**config.mk**
```make
export PLATFORM = sky130hd
export DESIGN_NAME = keypad_entry
export DESIGN_NICKNAME = d
export VERILOG_FILES = /design/src/rtl/keypad_pkg.sv /design/src/rtl/sync_2ff.sv /design/src/rtl/keypad_entry.sv
export SDC_FILE = /design/constraint.sdc
export NUM_CORES = 1
export LEC_CHECK = 0
export ABC_AREA = 1
export BUFFER_PORTS_ARGS = -buffer_cell sky130_fd_sc_hd__buf_2
export CORE_MARGIN = 10
export CORE_UTILIZATION = 50
export DETAILED_ROUTE_END_ITERATION = 12
export PLACE_DENSITY = 0.67
export SETUP_SLACK_MARGIN = 0.4
export SYNTH_ARGS = -nofsm -noshare
export SYNTH_HDL_FRONTEND = slang
export SYNTH_SLANG_ARGS = --single-unit
```
**constraint.sdc**
```tcl
create_clock -name clk -period 4.43 [get_ports clk]
set_input_delay 1.1075 -clock clk [delete_from_list [all_inputs] [get_ports clk]]
set_output_delay 1.1075 -clock clk [all_outputs]
set_load 0.05 [all_outputs]
```
**src/rtl/keypad_pkg.sv**
```systemverilog
// Shared types and helpers for the 4x4 keypad front end: FSM encoding,
// column drive pattern and the row/column to key-code map.
package keypad_pkg;

  typedef enum logic [1:0] {
    SCAN     = 2'b00,
    DEBOUNCE = 2'b01,
    HELD     = 2'b10
  } state_t;

  localparam logic [3:0] COL_RESET = 4'b1110;
  localparam logic [3:0] ROWS_IDLE = 4'hF;

  // Rows top to bottom, columns left to right; '*' maps to E, '#' to F.
  function automatic logic [3:0] key_code(input logic [1:0] row_idx,
                                          input logic [1:0] col_idx);
    logic [3:0] code;
    case ({row_idx, col_idx})
      4'b00_00: code = 4'h1;
      4'b00_01: code = 4'h2;
      4'b00_10: code = 4'h3;
      4'b00_11: code = 4'hA;
      4'b01_00: code = 4'h4;
      4'b01_01: code = 4'h5;
      4'b01_10: code = 4'h6;
      4'b01_11: code = 4'hB;
      4'b10_00: code = 4'h7;
      4'b10_01: code = 4'h8;
      4'b10_10: code = 4'h9;
      4'b10_11: code = 4'hC;
      4'b11_00: code = 4'hE;
      4'b11_01: code = 4'h0;
      4'b11_10: code = 4'hF;
      default:  code = 4'hD;
    endcase
    return code;
  endfunction

  function automatic logic [3:0] rotate_col(input logic [3:0] cols);
    return {cols[2:0], cols[3]};
  endfunction

  function automatic logic [1:0] low_index(input logic [3:0] v);
    logic [1:0] idx;
    idx = 2'd0;
    for (int i = 0; i < 4; i++) begin
      if (!v[i]) idx = 2'(i);
    end
    return idx;
  endfunction

endpackage

```
**src/rtl/sync_2ff.sv**
```systemverilog
// Two-flop synchronizer for the asynchronous keypad rows; resets to the
// idle (all pulled-up) pattern so no phantom press is seen out of reset.
module sync_2ff (
  input  logic       clk,
  input  logic       reset,
  input  logic [3:0] d,
  output logic [3:0] q
);

  logic [3:0] meta;

  always_ff @(posedge clk or posedge reset) begin
    if (reset) begin
      meta <= 4'hF;
      q    <= 4'hF;
    end else begin
      meta <= d;
      q    <= meta;
    end
  end

endmodule

```
**src/rtl/keypad_entry.sv**
```systemverilog
// 4x4 active-low keypad scanner/debouncer producing one user_latch strobe
// per accepted press. Define KEYPAD_REPEAT_EN to add hold-to-repeat strobes.
module keypad_entry
  import keypad_pkg::*;
#(
  parameter int SCAN_DIV     = 50_000,
  parameter int DEBOUNCE_CNT = 20,
  parameter int REPEAT_TICKS = 500
) (
  input  logic       clk,
  input  logic       reset,
  input  logic [3:0] row_in,
  output logic [3:0] col_out,
  output logic [3:0] user_digit,
  output logic       user_latch,
  output logic       key_held
);

  if (SCAN_DIV < 4 || DEBOUNCE_CNT < 1 || REPEAT_TICKS < 1) begin : g_param_check
    $error("keypad_entry: illegal parameter value");
  end

  localparam int DW = $clog2(SCAN_DIV);
  localparam int CW = $clog2(DEBOUNCE_CNT + 1);
  localparam logic [DW-1:0] DIV_LAST = DW'(SCAN_DIV - 1);
  localparam logic [CW-1:0] DEB_LAST = CW'(DEBOUNCE_CNT - 1);

  logic [3:0]    rs;
  logic [DW-1:0] div_cnt;
  logic          tick;

  state_t        state, state_nxt;
  logic [3:0]    col_nxt;
  logic [1:0]    row_idx, row_nxt;
  logic [1:0]    col_idx, col_idx_nxt;
  logic [CW-1:0] deb_cnt, deb_nxt;
  logic [CW-1:0] rel_cnt, rel_nxt;
  logic [3:0]    digit_nxt;
  logic          latch_nxt;
  logic          held_nxt;

  logic          single_low;
  logic          rows_idle;
  logic          key_match;

`ifdef KEYPAD_REPEAT_EN
  localparam int RW = $clog2(REPEAT_TICKS + 1);
  localparam logic [RW-1:0] REP_LAST = RW'(REPEAT_TICKS - 1);
  logic [RW-1:0] rep_cnt, rep_nxt;
`endif

  sync_2ff u_sync (
    .clk   (clk),
    .reset (reset),
    .d     (row_in),
    .q     (rs)
  );

  // Explicit wrap keeps the dwell exact for non-power-of-two dividers.
  always_ff @(posedge clk or posedge reset) begin
    if (reset) begin
      div_cnt <= '0;
    end else if (tick) begin
      div_cnt <= '0;
    end else begin
      div_cnt <= div_cnt + 1'b1;
    end
  end

  assign tick       = (div_cnt == DIV_LAST);
  assign single_low = ($countones(~rs) == 1);
  assign rows_idle  = (rs == ROWS_IDLE);
  assign key_match  = (rs == ~(4'b0001 << row_idx));

  always_ff @(posedge clk or posedge reset) begin
    if (reset) begin
      state      <= SCAN;
      col_out    <= COL_RESET;
      row_idx    <= '0;
      col_idx    <= '0;
      deb_cnt    <= '0;
      rel_cnt    <= '0;
      user_digit <= '0;
      user_latch <= 1'b0;
      key_held   <= 1'b0;
`ifdef KEYPAD_REPEAT_EN
      rep_cnt    <= '0;
`endif
    end else begin
      state      <= state_nxt;
      col_out    <= col_nxt;
      row_idx    <= row_nxt;
      col_idx    <= col_idx_nxt;
      deb_cnt    <= deb_nxt;
      rel_cnt    <= rel_nxt;
      user_digit <= digit_nxt;
      user_latch <= latch_nxt;
      key_held   <= held_nxt;
`ifdef KEYPAD_REPEAT_EN
      rep_cnt    <= rep_nxt;
`endif
    end
  end

  always_comb begin
    state_nxt   = state;
    col_nxt     = col_out;
    row_nxt     = row_idx;
    col_idx_nxt = col_idx;
    deb_nxt     = deb_cnt;
    rel_nxt     = rel_cnt;
    digit_nxt   = user_digit;
    latch_nxt   = 1'b0;
    held_nxt    = key_held;
`ifdef KEYPAD_REPEAT_EN
    rep_nxt     = rep_cnt;
`endif

    if (tick) begin
      case (state)
        SCAN: begin
          // Multiple low rows on one column is ghosting; treat as no press.
          if (single_low) begin
            row_nxt     = low_index(rs);
            col_idx_nxt = low_index(col_out);
            deb_nxt     = '0;
            state_nxt   = DEBOUNCE;
          end else begin
            col_nxt = rotate_col(col_out);
          end
        end

        DEBOUNCE: begin
          if (key_match) begin
            if (deb_cnt == DEB_LAST) begin
              state_nxt = HELD;
              deb_nxt   = '0;
              rel_nxt   = '0;
              latch_nxt = 1'b1;
              digit_nxt = key_code(row_idx, col_idx);
              held_nxt  = 1'b1;
`ifdef KEYPAD_REPEAT_EN
              rep_nxt   = '0;
`endif
            end else begin
              deb_nxt = deb_cnt + 1'b1;
            end
          end else begin
            state_nxt = SCAN;
            deb_nxt   = '0;
            col_nxt   = rotate_col(col_out);
          end
        end

        HELD: begin
          if (rows_idle) begin
`ifdef KEYPAD_REPEAT_EN
            rep_nxt = '0;
`endif
            if (rel_cnt == DEB_LAST) begin
              state_nxt = SCAN;
              rel_nxt   = '0;
              held_nxt  = 1'b0;
              col_nxt   = rotate_col(col_out);
            end else begin
              rel_nxt = rel_cnt + 1'b1;
            end
          end else begin
            rel_nxt = '0;
`ifdef KEYPAD_REPEAT_EN
            // A bounce back to low mid-release restarts the repeat interval.
            if (rel_cnt != '0) begin
              rep_nxt = '0;
            end else if (key_match) begin
              if (rep_cnt == REP_LAST) begin
                latch_nxt = 1'b1;
                rep_nxt   = '0;
              end else begin
                rep_nxt = rep_cnt + 1'b1;
              end
            end
`endif
          end
        end

        default: begin
          state_nxt = SCAN;
          col_nxt   = COL_RESET;
          held_nxt  = 1'b0;
        end
      endcase
    end
  end

endmodule
```
==> impl_results.md, run 1 <==
* Cell variety after synth at 35
* Top delay family on crit path: flip-flops
* Cells on worst reg2reg path at 11
* CTS Buffer Depth at 2
* Share of layout cells above drive strength 1 at 20.4%
* DIE AREA at between 9000 and 10000 sq um
* Xor/xnor share of the synthesized area at about 4.2%
* Post-detail-place hpwl at ~4000 um
* Final setup violation count at 0
* Vias in the first global route at ~2200
* Core area at approximately 5600 sq um
* Drc violations at 0
* Final core occ at 56.9%
* Max Cap Violations at 0
* WP depth at 1
* Die height at around 97 um
* Overflow after GRT at 0
* Avg WL per Cell at between 10 and 15 um
* Post-synthesis simple-gate area fraction at between 30% and 40%
* Drt pass-1 iters at 4
* First-pass GRT wire length at 10000 um
* PostCTS Resize Cnt at 0
* Antenna Nets Post-Route at 0
* Worst skew pair latency at between 300 and 400 ps
* Pre-CTS WS at 2200 ps
* ANT cells at 0
* Routed vias/inst at roughly 5
* Reg-to-reg startpoint: u_sync.q[1]
* Sum of negative setup slack at 0 ps
* Area fraction of the dominant cell type after synthesis at around a third
* Leakage at 1.68 nW
* Initial DRC count at ~150
* Top Ports at 16
* Initial antenna violation count at 0
* Die width at between 90 and 100 um
* PnR worst setup slack at 2180 ps
* Synth Register Bits at 50
* Worst-path clk slew at 90 ps
* Status: finished, final reports clean
* Critical Path Start: col_out[3]
* IO Port Bufs at 15
* RSZ-0062 raised after global routing: no
* Final wirelength at around 5500 um
* Area contributors post-synth: dfrtp_1 33%, nand2_1 12%, dfstp_2 9.8%
* Synthesized area per cell at a little over 8 sq um
* H-Tree Depth at 2
* Vias at between 2000 and 2500
* Post-synthesis cell area at 2940 sq um
* Crit end category: output pin
* CP required at 3320 ps
* Synth Area in Adders at between 5 and 6%
* Nets at 400
* GPL Wtd Cong at 0.836
* Crit path arrival time at 1140 ps
* Register area share after synthesis at a little over two fifths
* Hold WC Path Type: flop to flop
* Maximum VDD drop at 0.181 mV
* Crit-path slowest cell: dfstp_2
* Fillcell total at 539
* Synth Flop Type: dfrtp_1
* Root buf cell: clkbuf_8
* Worst Setup EP: col_out[3]
* Compound-cell area share of the yosys netlist at under 10%
* Slew HR at 58.0%
* Post-synth EDFFs at 0
* Mux share of post-synthesis cell area at 0%
* Power Dens Cells at 250 nW/um^2
* Post-synth top area cell: dfrtp_1
* Largest family of logic cells by synthesized area: simple AND/OR/NAND/NOR gates
* Initial core utilization at between 50 and 60%
* Highest Clock Rate at 444 MHz
* Final hold vios at 0
* Post-CTS setup repair buffer count at 0
* Worst Path Max Fanout at 5
* R2R Path End: deb_cnt[0]
* CTS buffer count at 5
* Design area at around 3200 sq um
* Placed cell area at about 3000 sq um
* Placed Cells at around 450
* Synth-to-layout area growth at 8.61%
* R2r setup slk at around 2200 ps
* TritonCTS clock tree: yes
* Worst clock skew at between 10 and 15 ps
* Crit path largest cell delay at 570 ps
* GRT Resource Usage Total at about an eighth
* Final period utilization at between 50% and 60%
* Asr flop ratio synth at between 90% and 100%
* Measured slew at the worst slew-check pin at ~630 ps
* Crit path kind: flop to output pin
* Hold_buf cts at 0
* Row count at 27
* Worst path bufs/invs at 1
* Ys Warns at 0
* Final Critical Period at about 2300 ps
* Clock sink count at 50
* Startpoint Class: flop
* Final Max Tran Viols at 0
* Net Count, Synth at about 380
* Mapped Cells at 361
* Final non-filler cell total at ~460
* Largest net degree at the start of global routing at between 50 and 60
* Critical path cell sequence: buf_2
## metrics by stage
step | total power [mW] | hold slack (ps)
final | 0.796 | 361
after global routing | 0.832 | 366
after CTS | 0.802 | 363
after detailed placement | 0.513 | 349
after global placement | 0.513 | 346
after floorplan | 0.502 | 345
## layout make-up
class | instances | area (sq um) | area share (%)
multi-input combinational | 257 | 1450 | 45.6
clock buffer | 6 | 82.6 | 2.59
sequential | 50 | 1260 | 39.7
tap | 72 | 90.1 | 2.82
timing repair buffer | 16 | 82.6 | 2.59
inverter | 52 | 199 | 6.24
clock inverter | 2 | 16.3 | 0.510
## how the worst min path moves through the flow
stage                              start          end  cells past startpoint
after floorplan           u_sync.meta[0]  u_sync.q[0]                      0
after global placement    u_sync.meta[2]  u_sync.q[2]                      0
after detailed placement  u_sync.meta[2]  u_sync.q[2]                      0
after CTS                 u_sync.meta[2]  u_sync.q[2]                      0
after global routing      u_sync.meta[3]  u_sync.q[3]                      0
final                     u_sync.meta[2]  u_sync.q[2]                      0
## cells in the mapped netlist (7+ instances only)
cell / count
dfstp_2: 11
ha_1: 11
nand3_1: 27
nand2_1: 95
nor3_1: 9
xor2_1: 11
o21ai_0: 9
inv_1: 43
inv_2: 7
nand4_1: 10
nor2_1: 33
dfrtp_1: 39
## power by group
group	total [mW]	switching, mW	internal [mW]	leakage (nW)
clock network	0.292	0.163	0.129	0.0478
registers	0.466	0.00310	0.463	0.646
logic	0.0378	0.0281	0.00970	0.982
## registers in the layout, indices dropped and copies added, names as in the netlist
| register | cells |
|---|---|
| state | 2 |
| col_out | 4 |
| user_latch | 1 |
| u_sync.q | 4 |
| user_digit | 4 |
| row_idx | 2 |
| rel_cnt | 5 |
| key_held | 1 |
| div_cnt | 16 |
| u_sync.meta | 4 |
| col_idx | 2 |
| deb_cnt | 5 |
## cells in the final DEF (no fill, tap or decap), types with 3 or more instances in the layout
cell type / instances
o21ai_1: 4
clkbuf_8: 6
o221ai_1: 3
nand4_1: 10
xnor2_1: 3
nor2_2: 5
dfrtp_1: 39
ha_1: 11
inv_2: 8
dfstp_2: 11
nand2_4: 3
nor2_1: 33
nand2_2: 5
inv_1: 42
nor2_4: 5
xor2_1: 11
o21ai_2: 3
a21oi_1: 3
buf_2: 15
nor3_1: 9
nand3_1: 27
nand2_1: 95
o21ai_0: 9
nand3_2: 4
or2_2: 4
o21bai_1: 3
## per-layer routing
layer  share of wire [%]  GRT usage, %
met1                  50          16.4
met2                  45          18.8
met3                 3.2          2.91
met4                 1.9          4.96
met5                   0             0
## logic make-up (layout without fill, tap and decap cells)
kind of cell,Yosys count,in the layout
adders and majority gates,12,12
AOI/OAI and AO/OA,26,26
xor gates and xnor gates,14,14
buffers and inverters,54,76
and+or+nand+nor,205,205
DFF,50,50
No activity file was read; power rests on OpenSTA's default activity.
==> run 2, diff against run 1 <==
ABC_AREA = 0   (was 1)
PLACE_DENSITY = 0.7   (was 0.67)
clock period = 1.9 ns   (was 4.43 ns; I/O delays follow)
==> run 2 against run 1 <==
Net effect: worst hold slack worse by 160 ps; die area is 9.7% lower; wire length is 13% higher; register-to-register slack worse by 2800 ps; sequential power is 130% higher; count of clock-buffer cells in the layout is 1 lower; synthesized cell count is 34% lower; critical path depth is 3 higher; sequential share of layout area is 5.6 points lower; synthesized area is 12% lower; final cell count is 14% lower; the flow now finishes with violations (negative setup slack).
==> impl_results.md, run 2 <==
* Row count at 26 (was 27)
* Area fraction of the dominant cell type after synthesis at 37.8% (was 33.2%)
* ANT cells at 0 (unchanged)
* Register area share after synthesis at 49.1% (was 43.1%)
* Post-synth top area cell: dfrtp_1 (unchanged)
* Worst Path Max Fanout at 6 (was 5)
* Max Cap Violations at 0 (unchanged)
* Maximum VDD drop at 0.367 mV (was 0.181 mV)
* Crit end category: flop (was output pin)
* Net Count, Synth at 257 (was 379)
* Die width at 91.8 um (was 96.6 um)
* Core area at 5040 sq um (was 5610 sq um)
* Worst clock skew at 6.89 ps (was 10.1 ps)
* Top cells by count, synth: 39 x dfrtp_1, 19 x inv_1, 17 x nor2_1, 15 x nand2_1, 12 x a21oi_1 (was 95 x nand2_1, 43 x inv_1, 39 x dfrtp_1, 33 x nor2_1, 27 x nand3_1)
* Vias in the first global route at 2232 (was 2194)
* Pre-CTS WS at -564 ps (was 2200 ps)
* Slew HR at 72.5% (was 58.0%)
* Crit-path slowest cell: or4_4 (was dfstp_2)
* TritonCTS clock tree: yes (unchanged)
* Crit path kind: flop to flop (was flop to output pin)
* Initial core utilization at 51.1% (was 52.4%)
* Worst skew pair latency at 310 ps (about the same)
* Measured slew at the worst slew-check pin at 406 ps (was 630 ps)
* Pwr Total at 1.95 mW (was 0.796 mW)
* H-Tree Depth at 2 (unchanged)
* Final core occ at 73.7% (was 56.9%)
* Leakage at 1.71 nW (was 1.68 nW)
* Commonest non-fill, non-tap cell in the layout: buf_4 (was nand2_1)
* Initial antenna violation count at 0 (unchanged)
* First-pass GRT wire length at 10300 um (was 10000 um)
* Share of layout cells above drive strength 1 at 49.2% (was 20.4%)
* Status: finished with violations (was finished, final reports clean)
* Final hold slack at 205 ps (was 361 ps)
* Synth-to-layout area growth at 44.2% (was 8.61%)
* Startpoint Class: flop (unchanged)
* Highest-count cells in the layout ignoring fill and taps: 50 x buf_4, 39 x dfrtp_1, 18 x inv_1 (was 95 x nand2_1, 42 x inv_1, 39 x dfrtp_1)
* Final hold vios at 0 (unchanged)
* Cell variety after synth at 48 (was 35)
* Crit path arrival time at 2710 ps (was 1140 ps)
* Top Ports at 16 (unchanged)
* Critical Path Start: div_cnt[5] (was col_out[3])
* Drt pass-1 iters at 4 (unchanged)
* Top-count cell post-synth: dfrtp_1 (was nand2_1)
* Die height at 91.8 um (was 96.6 um)
* Post-synth EDFFs at 0 (unchanged)
* Drc violations at 0 (unchanged)
* Final non-filler cell total at 393 (was 455)
* Top delay family on crit path: simple AND/OR/NAND/NOR gates (was flip-flops)
* Vias at 2115 (was 2302)
* Final setup violation count at 35 (was 0)
* GRT Resource Usage Total at 14.5% (was 12.4%)
* Final period utilization at 132%
* CP required at 2100 ps (was 3320 ps)
* Initial DRC count at 79 (was 148)
* Crit path largest cell delay at 600 ps (was 570 ps)
* Routed vias/inst at 5.38 (was 5.06)
* Post-detail-place hpwl at 3920 um (was 4120 um)
* PnR worst setup slack at -615 ps (was 2180 ps)
* Largest register FFs at 16 (unchanged)
* Largest Register: div_cnt (unchanged)
* Final Critical Period at ~2500 ps
* Avg WL per Cell at 16.0 um (was 12.2 um)
* Worst-path clk slew at 100 ps (was 90 ps)
* Area contributors post-synth: dfrtp_1 38%, dfstp_2 11%, ha_1 5.3% (was dfrtp_1 33%, nand2_1 12%, dfstp_2 9.8%)
* Clock sink count at 50 (unchanged)
* Final wirelength at 6280 um (was 5540 um)
* Crit path top cell by count: or4_4
* Worst path bufs/invs at 0 (was 1)
* Ys Warns at 0 (unchanged)
* Overflow after GRT at 0 (unchanged)
* Hold_buf cts at 0 (unchanged)
* Synthesized area per cell at 10.8 sq um (was 8.13 sq um)
* IO Port Bufs at 15 (unchanged)
* Mapped Cells at 239 (was 361)
* Placed Cells at 369 (was 447)
* GPL Wtd Cong at 0.815 (was 0.836)
* Asr flop ratio synth at 100% (unchanged)
* Hold WC Path Type: input pin to asynchronous set/reset pin (was flop to flop)
* Root buf cell: clkbuf_8 (unchanged)
* RSZ-0062 raised after global routing: yes (was no)
* Largest net degree at the start of global routing at 51 (unchanged)
* Reg-to-reg startpoint: div_cnt[5] (was u_sync.q[1])
* Nets at 340 (was 400)
* Largest regs: div_cnt x16, deb_cnt x5, rel_cnt x5 (unchanged)
* Synth Register Bits at 50 (unchanged)
* CTS buffer count at 5 (unchanged)
* Power Dens Cells at 524 nW/um^2 (was 250 nW/um^2)
* Highest Clock Rate at approximately 400 MHz
* Critical path cell sequence: or4bb_1 > or4_4 > or4_4 > mux2_4 (was buf_2)
* Synth Flop Type: dfrtp_1 (unchanged)
* Antenna Nets Post-Route at 0 (unchanged)
* Fillcell total at 334 (was 539)
* Failing checks: negative setup slack
* Post-synthesis cell area at 2580 sq um (was 2940 sq um)
* Final Max Tran Viols at 0 (unchanged)
* CTS Buffer Depth at 2 (unchanged)
* DIE AREA at 8430 sq um (was 9340 sq um)
## run 2: cell types whose count changed in the layout (fill, tap and decap cells not counted), sizes merged, moves of 6 or more
cell   delta
o21ai     -9
nand4     -6
mux2i     +6
nor3      -6
nor2     -27
nand3    -22
inv      -34
nand2    -88
a21oi     +9
buf      +66
mux2     +11
## run 2: layout make-up
| class | count | area [sq um] | area share (%) |
|---|---|---|---|
| well taps | 70 | 87.6 | 2.36 |
| multi-input cells | 164 | 1480 | 39.8 |
| repair buffers | 82 | 698 | 18.8 |
| inverters | 19 | 75.1 | 2.02 |
| clock buffers | 5 | 68.8 | 1.85 |
| flip-flops and latches | 50 | 1260 | 34.0 |
| clock inverters | 3 | 45.0 | 1.21 |
## run 2: metrics by stage
stage               cell area (sq um)  TNS, ps
floorplan                        2690    -7230
global route                     3720   -14320
global placement                 3220    -9120
CTS                              3500   -10310
detailed placement               3220   -10180
finish                           3720   -11630
## run 2: tightest hold or removal path: cells and delay by family
| kind | cells | cell delay (ps) |
|---|---|---|
| buffers and inverters | 3 | 430 |
## run 2: kinds of logic after synthesis
kind of cell | after synthesis | synth area share [%]
and+or+nand+nor | 85 | 19.1
DFF | 50 | 49.1
AOI/OAI and AO/OA | 35 | 8.69
buffers and inverters | 25 | 3.98
muxes | 18 | 8.30
xor gates and xnor gates | 14 | 4.76
adders and majority gates | 12 | 6.11
## run 2: routing by layer
metal | wire length, um | vias to the layer above | global-route usage, %
li1 | - | 1008 | -
met4 | 84 | 0 | 3.73
met2 | 3360 | 27 | 25.9
met5 | 0 | - | 0
met3 | 163 | 9 | 3.59
met1 | 2670 | 1071 | 16.8
## run 2: final timing paths
path | to | slack, ps | depth (start not counted)
setup / recovery | row_idx[0] | -610 | 4
hold / removal | div_cnt[1] | 200 | 3
min in group clk | u_sync.meta[1] | 260 | 1
max in group asynchronous | col_out[3] | 1390 | 3
setup reg to reg | row_idx[0] | -610 | 4
hold reg to reg | u_sync.q[3] | 360 | 0
## run 2: power by group
part / internal (mW) / leakage, nW / switching [mW]
sequential: 1.08 / 0.646 / 0.00449
combinational: 0.0452 / 1.01 / 0.0574
clock: 0.392 / 0.0504 / 0.369
## run 2: timing repair
item / in CTS / in global routing
pin swaps: 9 / 10
buffers inserted: 7 / 9
gates resized for setup: 30 / 37
endpoints found under the setup margin: 40 / 41
==> run 3, diff against run 2 <==
==> constraint.sdc (replaced) <==
create_clock -name clk -period 1.9 [get_ports clk]
set_input_delay 0.19 -clock clk [delete_from_list [all_inputs] [get_ports clk]]
set_output_delay 0.19 -clock clk [all_outputs]
set_load 0.05 [all_outputs]
==> run 3 against run 2 <==
Net effect: the flow still finishes with violations (negative setup slack); register-to-register slack about the same; via count is 3.5% lower; sequential cell count stayed put; highest routed layer unchanged.
==> impl_results.md, run 3 (same netlist as run 2, synthesis figures left out) <==
* Final hold vios at 0 (unchanged)
* Top Ports at 16 (unchanged)
* Overflow after GRT at 0 (unchanged)
* RSZ-0062 raised after global routing: yes (unchanged)
* IO Port Bufs at 15 (unchanged)
* Worst skew pair latency at 310 ps (about the same)
* Initial antenna violation count at 0 (unchanged)
* H-Tree Depth at 2 (unchanged)
* Drt pass-1 iters at 4 (unchanged)
* CP required at 2100 ps (about the same)
* Share of layout cells above drive strength 1 at 48.3% (was 49.2%)
* Final Max Tran Viols at 0 (unchanged)
* PnR worst setup slack at -616 ps (was -615 ps)
* Row count at 26 (unchanged)
* CTS buffer count at 5 (unchanged)
* Final wirelength at 5810 um (was 6280 um)
* Power Dens Cells at 535 nW/um^2 (was 524 nW/um^2)
* Final hold slack at 38.3 ps (was 205 ps)
* Crit path arrival time at 2710 ps (about the same)
* Commonest non-fill, non-tap cell in the layout: buf_4 (unchanged)
* Worst Path Max Fanout at 6 (unchanged)
* Final core occ at 72.1% (was 73.7%)
* Largest Register: div_cnt (unchanged)
* Largest net degree at the start of global routing at 51 (unchanged)
* Post-detail-place hpwl at 3860 um (was 3920 um)
* Hold WC Path Type: input pin to asynchronous set/reset pin (unchanged)
* Final non-filler cell total at 391 (was 393)
* CTS Buffer Depth at 2 (unchanged)
* Root buf cell: clkbuf_8 (unchanged)
* Final setup violation count at 25 (was 35)
* Largest register FFs at 16 (unchanged)
* GRT Resource Usage Total at 14.1% (was 14.5%)
* Largest regs: div_cnt x16, deb_cnt x5, rel_cnt x5 (unchanged)
* First-pass GRT wire length at 9940 um (was 10300 um)
* Initial core utilization at 51.1% (unchanged)
* Vias in the first global route at 2146 (was 2232)
* Vias at 2040 (was 2115)
* DIE AREA at 8430 sq um (unchanged)
* Die width at 91.8 um (unchanged)
* Maximum VDD drop at 0.392 mV (was 0.367 mV)
* Antenna Nets Post-Route at 0 (unchanged)
* Worst clock skew at 4.57 ps (was 6.89 ps)
* Fillcell total at 340 (was 334)
* Crit path kind: flop to flop (unchanged)
* Avg WL per Cell at 14.9 um (was 16.0 um)
* Highest Clock Rate at 397 MHz (was 398 MHz)
* Crit end category: flop (unchanged)
* Initial DRC count at 100 (was 79)
* TritonCTS clock tree: yes (unchanged)
* Synth-to-layout area growth at 41.0% (was 44.2%)
* Leakage at 1.69 nW (was 1.71 nW)
* ANT cells at 0 (unchanged)
* Final Critical Period at 2520 ps (was 2510 ps)
* Core area at 5040 sq um (unchanged)
* Status: finished with violations (unchanged)
* Final period utilization at 132% (about the same)
* Routed vias/inst at 5.22 (was 5.38)
* Die height at 91.8 um (unchanged)
* GPL Wtd Cong at 0.835 (was 0.815)
* Nets at 338 (was 340)
* Placed Cells at 370 (was 369)
* Drc violations at 0 (unchanged)
* Startpoint Class: flop (unchanged)
* Pwr Total at 1.95 mW (about the same)
* Failing checks: negative setup slack (unchanged)
* Worst-path clk slew at 90 ps (was 100 ps)
* Clock sink count at 50 (unchanged)
* Slew HR at 58.3% (was 72.5%)
* Max Cap Violations at 0 (unchanged)
* Highest-count cells in the layout ignoring fill and taps: 48 x buf_4, 39 x dfrtp_1, 18 x inv_1 (was 50 x buf_4, 39 x dfrtp_1, 18 x inv_1)
* Measured slew at the worst slew-check pin at 625 ps (was 406 ps)
[run 3: final timing paths]
check | start | slack (ps) | end | cells after the start
min in group clk | u_sync.meta[0] | 360 | u_sync.q[0] | 0
worst max register to register | div_cnt[5] | -620 | row_idx[0] | 4
worst max-delay path | div_cnt[5] | -620 | row_idx[0] | 4
worst min-delay path | reset | 40 | div_cnt[2] | 3
worst min register to register | u_sync.meta[0] | 360 | u_sync.q[0] | 0
max in group asynchronous | reset | 1440 | col_idx[1] | 3
[run 3: area by class of cell]
| type | instances | area [sq um] | area share [%] |
|---|---|---|---|
| clock inverter | 3 | 43.8 | 1.20 |
| clock buffer | 5 | 68.8 | 1.89 |
| timing repair buffer | 80 | 648 | 17.8 |
| multi-input combinational | 164 | 1450 | 39.9 |
| inverter | 19 | 71.3 | 1.96 |
| tap | 70 | 87.6 | 2.41 |
| sequential | 50 | 1260 | 34.8 |
[run 3: power breakdown]
group          switching [mW]  internal [mW]  leakage, nW
logic                  0.0586         0.0468        0.990
clock network           0.362          0.395       0.0585
registers             0.00475           1.08        0.646
total                   0.425           1.52         1.69
[run 3: critical path, cell delays in order, from the launching register on]
cell and delay, ps:
dfrtp_1 380, or4bb_1 540, or4_4 600, or4_4 560, mux2_4 320
[run 3: per-layer routing]
layer  up-vias  share of wire, %  global-route usage (%)
met5         -                 0                       0
met4         0               1.6                    4.37
met3        10               3.9                    3.59
met2        31                51                    23.6
met1       995                44                    17.4
li1       1004                 -                       -
[run 3: metrics by stage]
| step | worst slack [ps] | setup TNS [ps] | instance area (sq um) |
|---|---|---|---|
| finish | -616 | -10800 | 3640 |
| global route | -690 | -13550 | 3640 |
| CTS | -571 | -10360 | 3460 |
| detailed placement | -580 | -10160 | 3210 |
| global placement | -521 | -9250 | 3210 |
| floorplan | -606 | -7230 | 2690 |
[run 3: timing repair]
item | CTS | global route
hold buffers | 4 | 0
endpoints found under the setup margin | 37 | 38
endpoints found under the hold margin | 4 | 0
cloned | 0 | 1
pin swaps | 6 | 13
resized for setup | 18 | 30
buffers inserted | 3 | 5
